<file path="src/rtl/seg7_scan_display_if.sv">
// seg7_scan_display_if: value input and display/status outputs of the scanned 7-segment driver
interface seg7_scan_display_if #(
   parameter int WIDTH_VALUE = 8,
   parameter int NUM_DIGITS  = 3
);
   logic [WIDTH_VALUE-1:0] value_i;
   logic [6:0]             seg_o;
   logic [NUM_DIGITS-1:0]  an_o;
   logic                   busy_o;
   logic                   ovf_o;
   modport master (output value_i, input seg_o, an_o, busy_o, ovf_o);
   modport slave  (input value_i, output seg_o, an_o, busy_o, ovf_o);
endinterface

</file>
<file path="src/rtl/seg7_scan_display.sv">
// seg7_scan_display: serial double-dabble binary-to-BCD plus multiplexed common-anode 7-seg scanner.
// Optional LEADING_ZERO_BLANK_EN blanks zero digits above the most significant nonzero digit.
module seg7_scan_display #(
   parameter int WIDTH_VALUE = 8,
   parameter int NUM_DIGITS  = 3,
   parameter int REFRESH_DIV = 50000
) (
   input logic               clk_i,
   input logic               reset_i,
   seg7_scan_display_if.slave bus_if
);
   localparam int ND = (WIDTH_VALUE + 2) / 3;
   localparam int BW = 4 * ND;
   localparam int PW = 4 * ((ND > NUM_DIGITS) ? ND : NUM_DIGITS);
   localparam int CW = $clog2(WIDTH_VALUE + 1);
   localparam int RW = $clog2(REFRESH_DIV);
   localparam int IW = $clog2(NUM_DIGITS);
   localparam int DW = 4 * NUM_DIGITS;
   typedef enum logic [1:0] {IDLE, CONV, UPDATE} state_t;
   state_t                  state_q, state_d;
   logic [WIDTH_VALUE-1:0]  value_q, value_d;
   logic                    pending_q, pending_d;
   logic [CW-1:0]           cnt_q, cnt_d;
   logic [BW+WIDTH_VALUE-1:0] dab_q, dab_d, adj;
   logic [DW-1:0]           disp_q, disp_d;
   logic                    ovf_q, ovf_d;
   logic [RW-1:0]           rcnt_q, rcnt_d;
   logic [IW-1:0]           idx_q, idx_d;
   logic [6:0]              seg_q, seg_d;
   logic [NUM_DIGITS-1:0]   an_q, an_d;
   logic [PW-1:0]           pad;
   logic [3:0]              digit;
   logic                    wrap, blank;
   function automatic logic [6:0] seg_dec(input logic [3:0] d);
      case (d)
         4'd0:    seg_dec = 7'b1000000;
         4'd1:    seg_dec = 7'b1111001;
         4'd2:    seg_dec = 7'b0100100;
         4'd3:    seg_dec = 7'b0110000;
         4'd4:    seg_dec = 7'b0011001;
         4'd5:    seg_dec = 7'b0010010;
         4'd6:    seg_dec = 7'b0000010;
         4'd7:    seg_dec = 7'b1111000;
         4'd8:    seg_dec = 7'b0000000;
         4'd9:    seg_dec = 7'b0010000;
         default: seg_dec = 7'b1111111;
      endcase
   endfunction
   always_ff @(posedge clk_i) begin
      if (reset_i) begin
         state_q   <= IDLE;
         value_q   <= '0;
         pending_q <= 1'b1;
         cnt_q     <= '0;
         dab_q     <= '0;
         disp_q    <= '0;
         ovf_q     <= 1'b0;
         rcnt_q    <= '0;
         idx_q     <= '0;
         seg_q     <= '1;
         an_q      <= '1;
      end else begin
         state_q   <= state_d;
         value_q   <= value_d;
         pending_q <= pending_d;
         cnt_q     <= cnt_d;
         dab_q     <= dab_d;
         disp_q    <= disp_d;
         ovf_q     <= ovf_d;
         rcnt_q    <= rcnt_d;
         idx_q     <= idx_d;
         seg_q     <= seg_d;
         an_q      <= an_d;
      end
   end
   // BCD nibbles sit above the binary bits; correct them before each shift
   always_comb begin
      adj = dab_q;
      for (int i = 0; i < ND; i++)
         if (adj[WIDTH_VALUE+4*i +: 4] >= 4'd5) adj[WIDTH_VALUE+4*i +: 4] = adj[WIDTH_VALUE+4*i +: 4] + 4'd3;
      pad = PW'(dab_q[BW+WIDTH_VALUE-1:WIDTH_VALUE]);
   end
   always_comb begin
      state_d   = state_q;
      value_d   = value_q;
      pending_d = pending_q;
      cnt_d     = cnt_q;
      dab_d     = dab_q;
      disp_d    = disp_q;
      ovf_d     = ovf_q;
      case (state_q)
         IDLE: if (pending_q || bus_if.value_i != value_q) begin
            value_d   = bus_if.value_i;
            dab_d     = {BW'(0), bus_if.value_i};
            cnt_d     = '0;
            pending_d = 1'b0;
            state_d   = CONV;
         end
         CONV: begin
            dab_d   = adj << 1;
            cnt_d   = cnt_q + 1'b1;
            state_d = (cnt_q == CW'(WIDTH_VALUE - 1)) ? UPDATE : CONV;
         end
         UPDATE: begin
            disp_d  = pad[DW-1:0];
            ovf_d   = |(pad >> DW);
            state_d = IDLE;
         end
         default: state_d = IDLE;
      endcase
   end
   always_comb begin
      wrap   = rcnt_q == RW'(REFRESH_DIV - 1);
      rcnt_d = wrap ? '0 : rcnt_q + 1'b1;
      idx_d  = wrap ? ((idx_q == IW'(NUM_DIGITS - 1)) ? '0 : idx_q + 1'b1) : idx_q;
      digit  = disp_q[{idx_q, 2'b00} +: 4];
`ifdef LEADING_ZERO_BLANK_EN
      blank  = (idx_q != '0) && ((disp_q >> {idx_q, 2'b00}) == '0);
`else
      blank  = 1'b0;
`endif
      seg_d  = ovf_q ? 7'b0111111 : blank ? 7'b1111111 : seg_dec(digit);
      an_d   = ~(NUM_DIGITS'(1) << idx_q);
   end
   assign bus_if.seg_o  = seg_q;
   assign bus_if.an_o   = an_q;
   assign bus_if.busy_o = state_q != IDLE;
   assign bus_if.ovf_o  = ovf_q;
endmodule

</file>
<file path="src/flat_wrapper.sv">
// flat-port wrapper written by rule: the top's interface ports become plain ports
module seg7_scan_display_flat 
#(
   parameter int WIDTH_VALUE = 8,
   parameter int NUM_DIGITS  = 3,
   parameter int REFRESH_DIV = 50000
)
  (clk_i, reset_i, bus_if_value_i, bus_if_seg_o, bus_if_an_o, bus_if_busy_o, bus_if_ovf_o);
  seg7_scan_display_if #(.WIDTH_VALUE(WIDTH_VALUE), .NUM_DIGITS(NUM_DIGITS)) bus_if_i ();
  input logic clk_i;
  input logic reset_i;
  input wire logic [$bits(bus_if_i.value_i)-1:0] bus_if_value_i;
  output wire logic [$bits(bus_if_i.seg_o)-1:0] bus_if_seg_o;
  output wire logic [$bits(bus_if_i.an_o)-1:0] bus_if_an_o;
  output wire logic [$bits(bus_if_i.busy_o)-1:0] bus_if_busy_o;
  output wire logic [$bits(bus_if_i.ovf_o)-1:0] bus_if_ovf_o;
  assign bus_if_i.value_i = bus_if_value_i;
  assign bus_if_seg_o = bus_if_i.seg_o;
  assign bus_if_an_o = bus_if_i.an_o;
  assign bus_if_busy_o = bus_if_i.busy_o;
  assign bus_if_ovf_o = bus_if_i.ovf_o;
  seg7_scan_display #(.WIDTH_VALUE(WIDTH_VALUE), .NUM_DIGITS(NUM_DIGITS), .REFRESH_DIV(REFRESH_DIV)) u_core (.clk_i(clk_i), .reset_i(reset_i), .bus_if(bus_if_i));
endmodule
</file>
<file path="config.mk">
export PLATFORM = sky130hd
export DESIGN_NAME = seg7_scan_display_flat
export DESIGN_NICKNAME = d
export VERILOG_FILES = /design/src/rtl/seg7_scan_display_if.sv /design/src/rtl/seg7_scan_display.sv /design/src/flat_wrapper.sv
export SDC_FILE = /design/constraint.sdc
export NUM_CORES = 1
export LEC_CHECK = 0
export CAP_MARGIN = 20
export CORE_MARGIN = 3
export CORE_UTILIZATION = 55
export CTS_CLUSTER_DIAMETER = 120
export CTS_CLUSTER_SIZE = 12
export DETAILED_ROUTE_END_ITERATION = 6
export MAX_ROUTING_LAYER = met4
export PLACE_DENSITY = 0.72
export SLEW_MARGIN = 15
export SYNTH_ARGS = -nofsm -noshare
export SYNTH_HDL_FRONTEND = slang
export SYNTH_SLANG_ARGS = --single-unit
</file>
<file path="constraint.sdc">
create_clock -name clk_i -period 5.81 [get_ports clk_i]
set_clock_uncertainty 0.1 [all_clocks]
set_input_delay 0.8715 -clock clk_i [delete_from_list [all_inputs] [get_ports clk_i]]
set_output_delay 0.8715 -clock clk_i [all_outputs]
set_load 0.005 [all_outputs]
</file>
==> results.md, run 1 <==
* Status: finished, final reports clean
* Fin. max-slew vios at 0
* Register area share after synthesis at a little over two fifths
* Mapped Nets at between 400 and 500
* Worst-Skew Late Latency at 0.35 ns
* Postcts setup bufs at 0
* 1st-iter DRT viols at 156
* Global-route wire length before repair at between 10 and 15 mm
* Leakage power at 1.423 nW
* Final setup violating endpoints at 0
* #FFs+latches synth at between 70 and 80
* Post-synth top area cell: dfxtp_1
* Routability cong. at 0.7985
* CTS sink count at 75
* Die H at 85.23 um
* Vias in the first global route at around 2600
* GR peak layer: met2
* Syn_area_per_cell at 8.399 sq um
* CP arrival at 2.81 ns
* Reg2Reg Depth at 5
* Top cells by area, synth: dfxtp_1 (43%), nor2_1 (6.5%), xnor2_1 (6.1%)
* Drc violations at 0
* R2R Path Start: u_core.state_q[0]$_SDFFE_PP0P_
* Largest net degree at the start of global routing at 57
* Share of cells above drive strength 1 at 6.075%
* Crit start category: flop
* Starting density of the core at 57.62%
* Top cell type's share of synthesized area at 43.49%
* Simple-Gate Fraction of Synth Area at 21.53%
* Warnings, synthesis at 0
* Synthesis-to-finish area growth at 10.91%
* Core Area at 5991 sq um
* Antenna cells at 0
* Setup_tns at 0 ns
* 1st-pass router iterations at 4
* H-tree depth at 3
* # resized after CTS at 0
* CTS Buf Count at 9
* Ports at 22
* Mapped Area at 3452 sq um
* PortBufs at 20
* CP Class: flop to output port
* Initial antenna violation count at 0
* Grt ovf at 0
* Die ar. at 7263 sq um
* Met3 global-route usage at 4.078%
* Hold path cells at 1
* Endpoint class of the critical path: output port
* Min cycle time layout at between 3 and 4 ns
* Met2 Use GR at approximately 31%
* Nets at 447
* RSZ-0062 raised after global routing: false
* Pwr/cell area at 245.8 nW/um^2
* Async SR Flop Fraction at 0%
* Netlist cell types at 43
* Rows at 28
* Hold Crit Start: u_core.pending_q$_SDFFE_PP1P_
* TritonCTS clock tree: yes
* Max Cap Viol at 0
* Worst EP required at 4.84 ns
* Vias at 2746
* EDFF count, synth at 0
* Final wirelength at 6.603 mm
* Die Wd at 85.23 um
* Root Buffer: clkbuf_8
* Fmax at 0.2646 GHz
* Slew Limit Headroom at 38.17%
* Maximum vdd ir drop at 137.6 uV
* Crit share post-route at 65.05%
* Overall Power at 0.9411 mW
* Critical path launch point: u_core.state_q[0]$_SDFFE_PP0P_
* Global Route met1 Usage at 23.95%
* Final Hold Fails at 0
* Post-Synth Adder-Cell Area at under 10%
* Detailed Place HPWL at between 4 and 5 mm
* Worst min-delay path class: flop to flop
* Worst-margin pin slew at 0.9174 ns
* Top FF cell, synth: dfxtp_1
* Synth Area in XOR/XNOR at about 7.4%
* Fin Hold WS at 0.3568 ns
* CP Max Fanout at 23
* Post-synthesis mux area share at 4.893%
* Worst-path clk slew at roughly 0.080 ns
* Largest family of logic cells by synthesized area: simple AND/OR/NAND/NOR gates
* Hold Buf Count CTS at 0
* WL/cell at 13.13 um
* Antenna viol nets, final at 0
* Post-synthesis compound-gate area fraction at ~14%
* Via-to-Cell Ratio at 5.459
* Post-Syn Instances at 411
* All-Layer GR Usage at 19.58%
* Clock tree buffer depth at 2
sequential cells by signal (all words and copies together), names as in the netlist:
signal               cells
u_core.bus_if.seg_o      7
u_core.cnt_q             4
u_core.pending_q         1
u_core.dab_q            20
u_core.state_q           2
u_core.idx_q             2
u_core.bus_if.an_o       3
u_core.rcnt_q           16
u_core.value_q           8
u_core.disp_q           12
layer usage:
layer | vias up | wire length (um) | part of all wire [%]
met5 | - | 0 | 0
met4 | 0 | 101 | 1.5
met3 | 9 | 236 | 3.6
met2 | 36 | 3102 | 47
met1 | 1278 | 3163 | 48
li1 | 1423 | - | -
through the flow:
step	instance area (sq um)	utilization, %	worst slack [ns]	cells
5_1_grt	3829	63.91	1.879	503
3_5_place_dp	3669	61.24	2.426	488
3_3_place_gp	3669	61.24	2.495	488
6_report	3829	63.91	2.031	503
2_1_floorplan	3452	-	3.457	411
4_1_cts	3829	63.91	2.049	503
cells in the mapped netlist, drive strengths merged (7+ instances only):
cell,n
nor3,13
nand2,50
mux2,7
xnor2,24
clkbuf,18
mux2i,9
nand3,11
dfxtp,75
nor2,60
inv,13
a22oi,10
o21ai,9
ha,13
a21oi,36
logic make-up (layout without fill, tap and decap cells):
kind of cell,Yosys count,in the layout
other,1,1
adders and majority gates,13,13
DFF,75,75
buffers and inverters,35,52
xor gates and xnor gates,29,29
AOI/OAI and AO/OA,77,77
muxes,16,16
and+or+nand+nor,165,165
cell type report:
cell class                 instances  area (sq um)
fill                             535          2162
multi-input combinational        301          1807
inverter                          15         56.30
timing repair buffer              22         210.2
tap                               75         93.84
clock buffer                      12         145.1
sequential                        75          1501
clock inverter                     3         15.01
path summary, 6_finish.rpt:
kind	end	slack, ns
hold / removal	u_core.pending_q$_SDFFE_PP1P_	0.36
hold reg to reg	u_core.pending_q$_SDFFE_PP1P_	0.36
setup reg to reg	u_core.dab_q[6]$_SDFFE_PP0P_	3.23
setup / recovery	bus_if_busy_o	2.03
worst max-delay path, cell delays in order, from the launching register on:
cell and delay, ns:
dfxtp_1 0.56, nor2_1 0.70, clkinv_1 0.61, clkdlybuf4s50_1 0.60
power by group:
part | total [mW] | switching, mW | internal [mW]
Combinational | 0.0589 | 0.0303 | 0.0285
Clock | 0.345 | 0.182 | 0.163
Sequential | 0.538 | 0.0107 | 0.527
Total | 0.941 | 0.223 | 0.718
cell usage in the layout (no fill, tap or decap), types with 4 or more instances in the layout:
cell type and instances:
nand4_1 4, dfxtp_1 75, xor2_1 5, xnor2_1 24, mux2i_1 9, inv_1 13, o21ai_0 9, clkbuf_8 10
ha_1 13, nand2_1 50, o22ai_1 4, or3_1 5, a2bb2oi_1 5, clkdlybuf4s50_1 19, nand2b_1 6, mux2_2 7
nand3_1 11, nor2_1 60, a31oi_1 4, a22oi_1 10, a21oi_1 36, nor3_1 13
(Power assumes the default switching activity.)
==> run 2: changes to the inputs <==
CORE_UTILIZATION = 53   (was 55)
clock period = 3.4 ns   (was 5.81 ns; I/O delays follow)
==> results.md, run 2 (same netlist as run 1, synthesis figures left out) <==
* Fmax at 0.4241 GHz
* R2R setup slack at 1.15 ns
* Setup_tns at 0 ns
* Fin area at 3874 sq um
* Worst min-delay path class: flop to flop
* # resized after CTS at 0
* Nets at 450
* Max Cap Viol at 0
* TritonCTS clock tree: yes
* Met2 Use GR at around 30%
* Routability cong. at between 0.7 and 0.8
* Commonest non-fill, non-tap cell in the layout: dfxtp_1
* Worst-path clk slew at 0.07 ns
* Drc violations at 0
* CTS Buf Count at 9
* Clock tree buffer depth at 2
* Status: finished, final reports clean
* Slew Limit Headroom at 36.57%
* Worst-margin pin slew at 0.9494 ns
* Crit share post-route at 69.35%
* Endpoint class of the critical path: output port
* 1st-pass router iterations at 4
* Share of cells above drive strength 1 at 6.961%
* Hold Buf Count CTS at 0
* Final core utilization at 63.55%
* Antenna cells at 0
* Final setup violating endpoints at 0
* Ports at 22
* Final Hold Fails at 0
* Crit start category: flop
* WL/cell at 12.80 um
* Die ar. at 7518 sq um
* Maximum vdd ir drop at 248.0 uV
* Synthesis-to-finish area growth at 12.21%
* CP arrival at 1.75 ns
* Min cycle time layout at approximately 2.4 ns
* CTS sink count at 75
* Via-to-Cell Ratio at between 5 and 6
* CP Max Fanout at 12
* Worst-Skew Late Latency at 0.35 ns
* Postcts setup bufs at 0
* Detailed Place HPWL at 4.414 mm
* Pwr/cell area at 432.7 nW/um^2
* All-Layer GR Usage at 19.06%
* Most frequent cells in the layout: dfxtp_1 (75), nor2_1 (60), nand2_1 (50)
* Initial antenna violation count at 0
* Root Buffer: clkbuf_8
* PortBufs at 20
* Vias in the first global route at about 2500
* Global Route met1 Usage at 23.10%
* Number of flip-flops in the largest register at 20
* Biggest regs: u_core.dab_q (20), u_core.rcnt_q (16), u_core.disp_q (12)
* Grt ovf at 0
* Reg with most FFs: u_core.dab_q
* GR peak layer: met2
* Vias at around 2800
* Starting density of the core at a little under three fifths
* RSZ-0062 raised after global routing: false
* Core Area at 6096 sq um
* CP Class: flop to output port
* Leakage power at 1.439 nW
* Final wirelength at 6.475 mm
* Die Wd at 86.71 um
* Met3 global-route usage at 5.228%
* Fin. max-slew vios at 0
* Rows at 28
* Global-route wire length before repair at 10.98 mm
* H-tree depth at 3
* Die H at 86.71 um
* Antenna viol nets, final at 0
* Placement-stage cell area at 3691 sq um
* Worst EP required at 2.79 ns
* Largest net degree at the start of global routing at 30
* 1st-iter DRT viols at 125
==> run 2: cell count changes in the layout (fill, tap and decap cells not counted), sizes merged <==
cell	before	now
buf	3	6
bufinv	0	1
clkbuf	12	10
clkinv	5	4
clkinvlp	0	2
==> run 2: final timing paths <==
path | startpoint | end | depth (start not counted)
min | u_core.pending_q$_SDFFE_PP1P_ | u_core.pending_q$_SDFFE_PP1P_ | 1
max | u_core.state_q[1]$_SDFFE_PP0P_ | bus_if_busy_o | 4
max reg2reg | u_core.rcnt_q[4]$_SDFF_PP0_ | u_core.rcnt_q[11]$_SDFF_PP0_ | 4
min reg2reg | u_core.pending_q$_SDFFE_PP1P_ | u_core.pending_q$_SDFFE_PP1P_ | 1
==> run 2: final cells by class <==
type	instances	area, sq um
sequential	75	1501
timing repair buffer	25	232.7
clock inverter	5	55.05
tap	75	93.84
multi-input combinational	301	1807
inverter	15	56.30
fill	555	2222
clock buffer	10	127.6
==> run 2: worst max-delay path, cell delays in order, from the launching register on <==
cell	delay [ns]
dfxtp_1	0.57
nor2_1	0.09
buf_4	0.18
clkinv_1	0.06
clkdlybuf4s50_1	0.49
==> run 2: report_power, final <==
| part | switching, mW | internal (mW) | total [mW] |
|---|---|---|---|
| Clock | 0.322 | 0.332 | 0.655 |
| Sequential | 0.0141 | 0.900 | 0.914 |
| Combinational | 0.0562 | 0.0511 | 0.107 |
==> run 2: metrics by stage <==
step | instances | setup slack, ns | hold WS (ns) | power (mW)
floorplan | 411 | 1.383 | 0.3176 | 1.003
global placement | 491 | 0.7703 | 0.3298 | 1.040
detailed placement | 491 | 0.7497 | 0.3330 | 1.042
CTS | 506 | 1.012 | 0.3511 | 1.693
global route | 506 | 0.9083 | 0.3687 | 1.745
finish | 506 | 1.042 | 0.3446 | 1.676
==> run 2: routing by layer <==
metal | wire (um) | part of all wire, %
met1 | 3118 | 48
met2 | 3061 | 47
met3 | 222 | 3.4
met4 | 73 | 1.1
met5 | 0 | 0
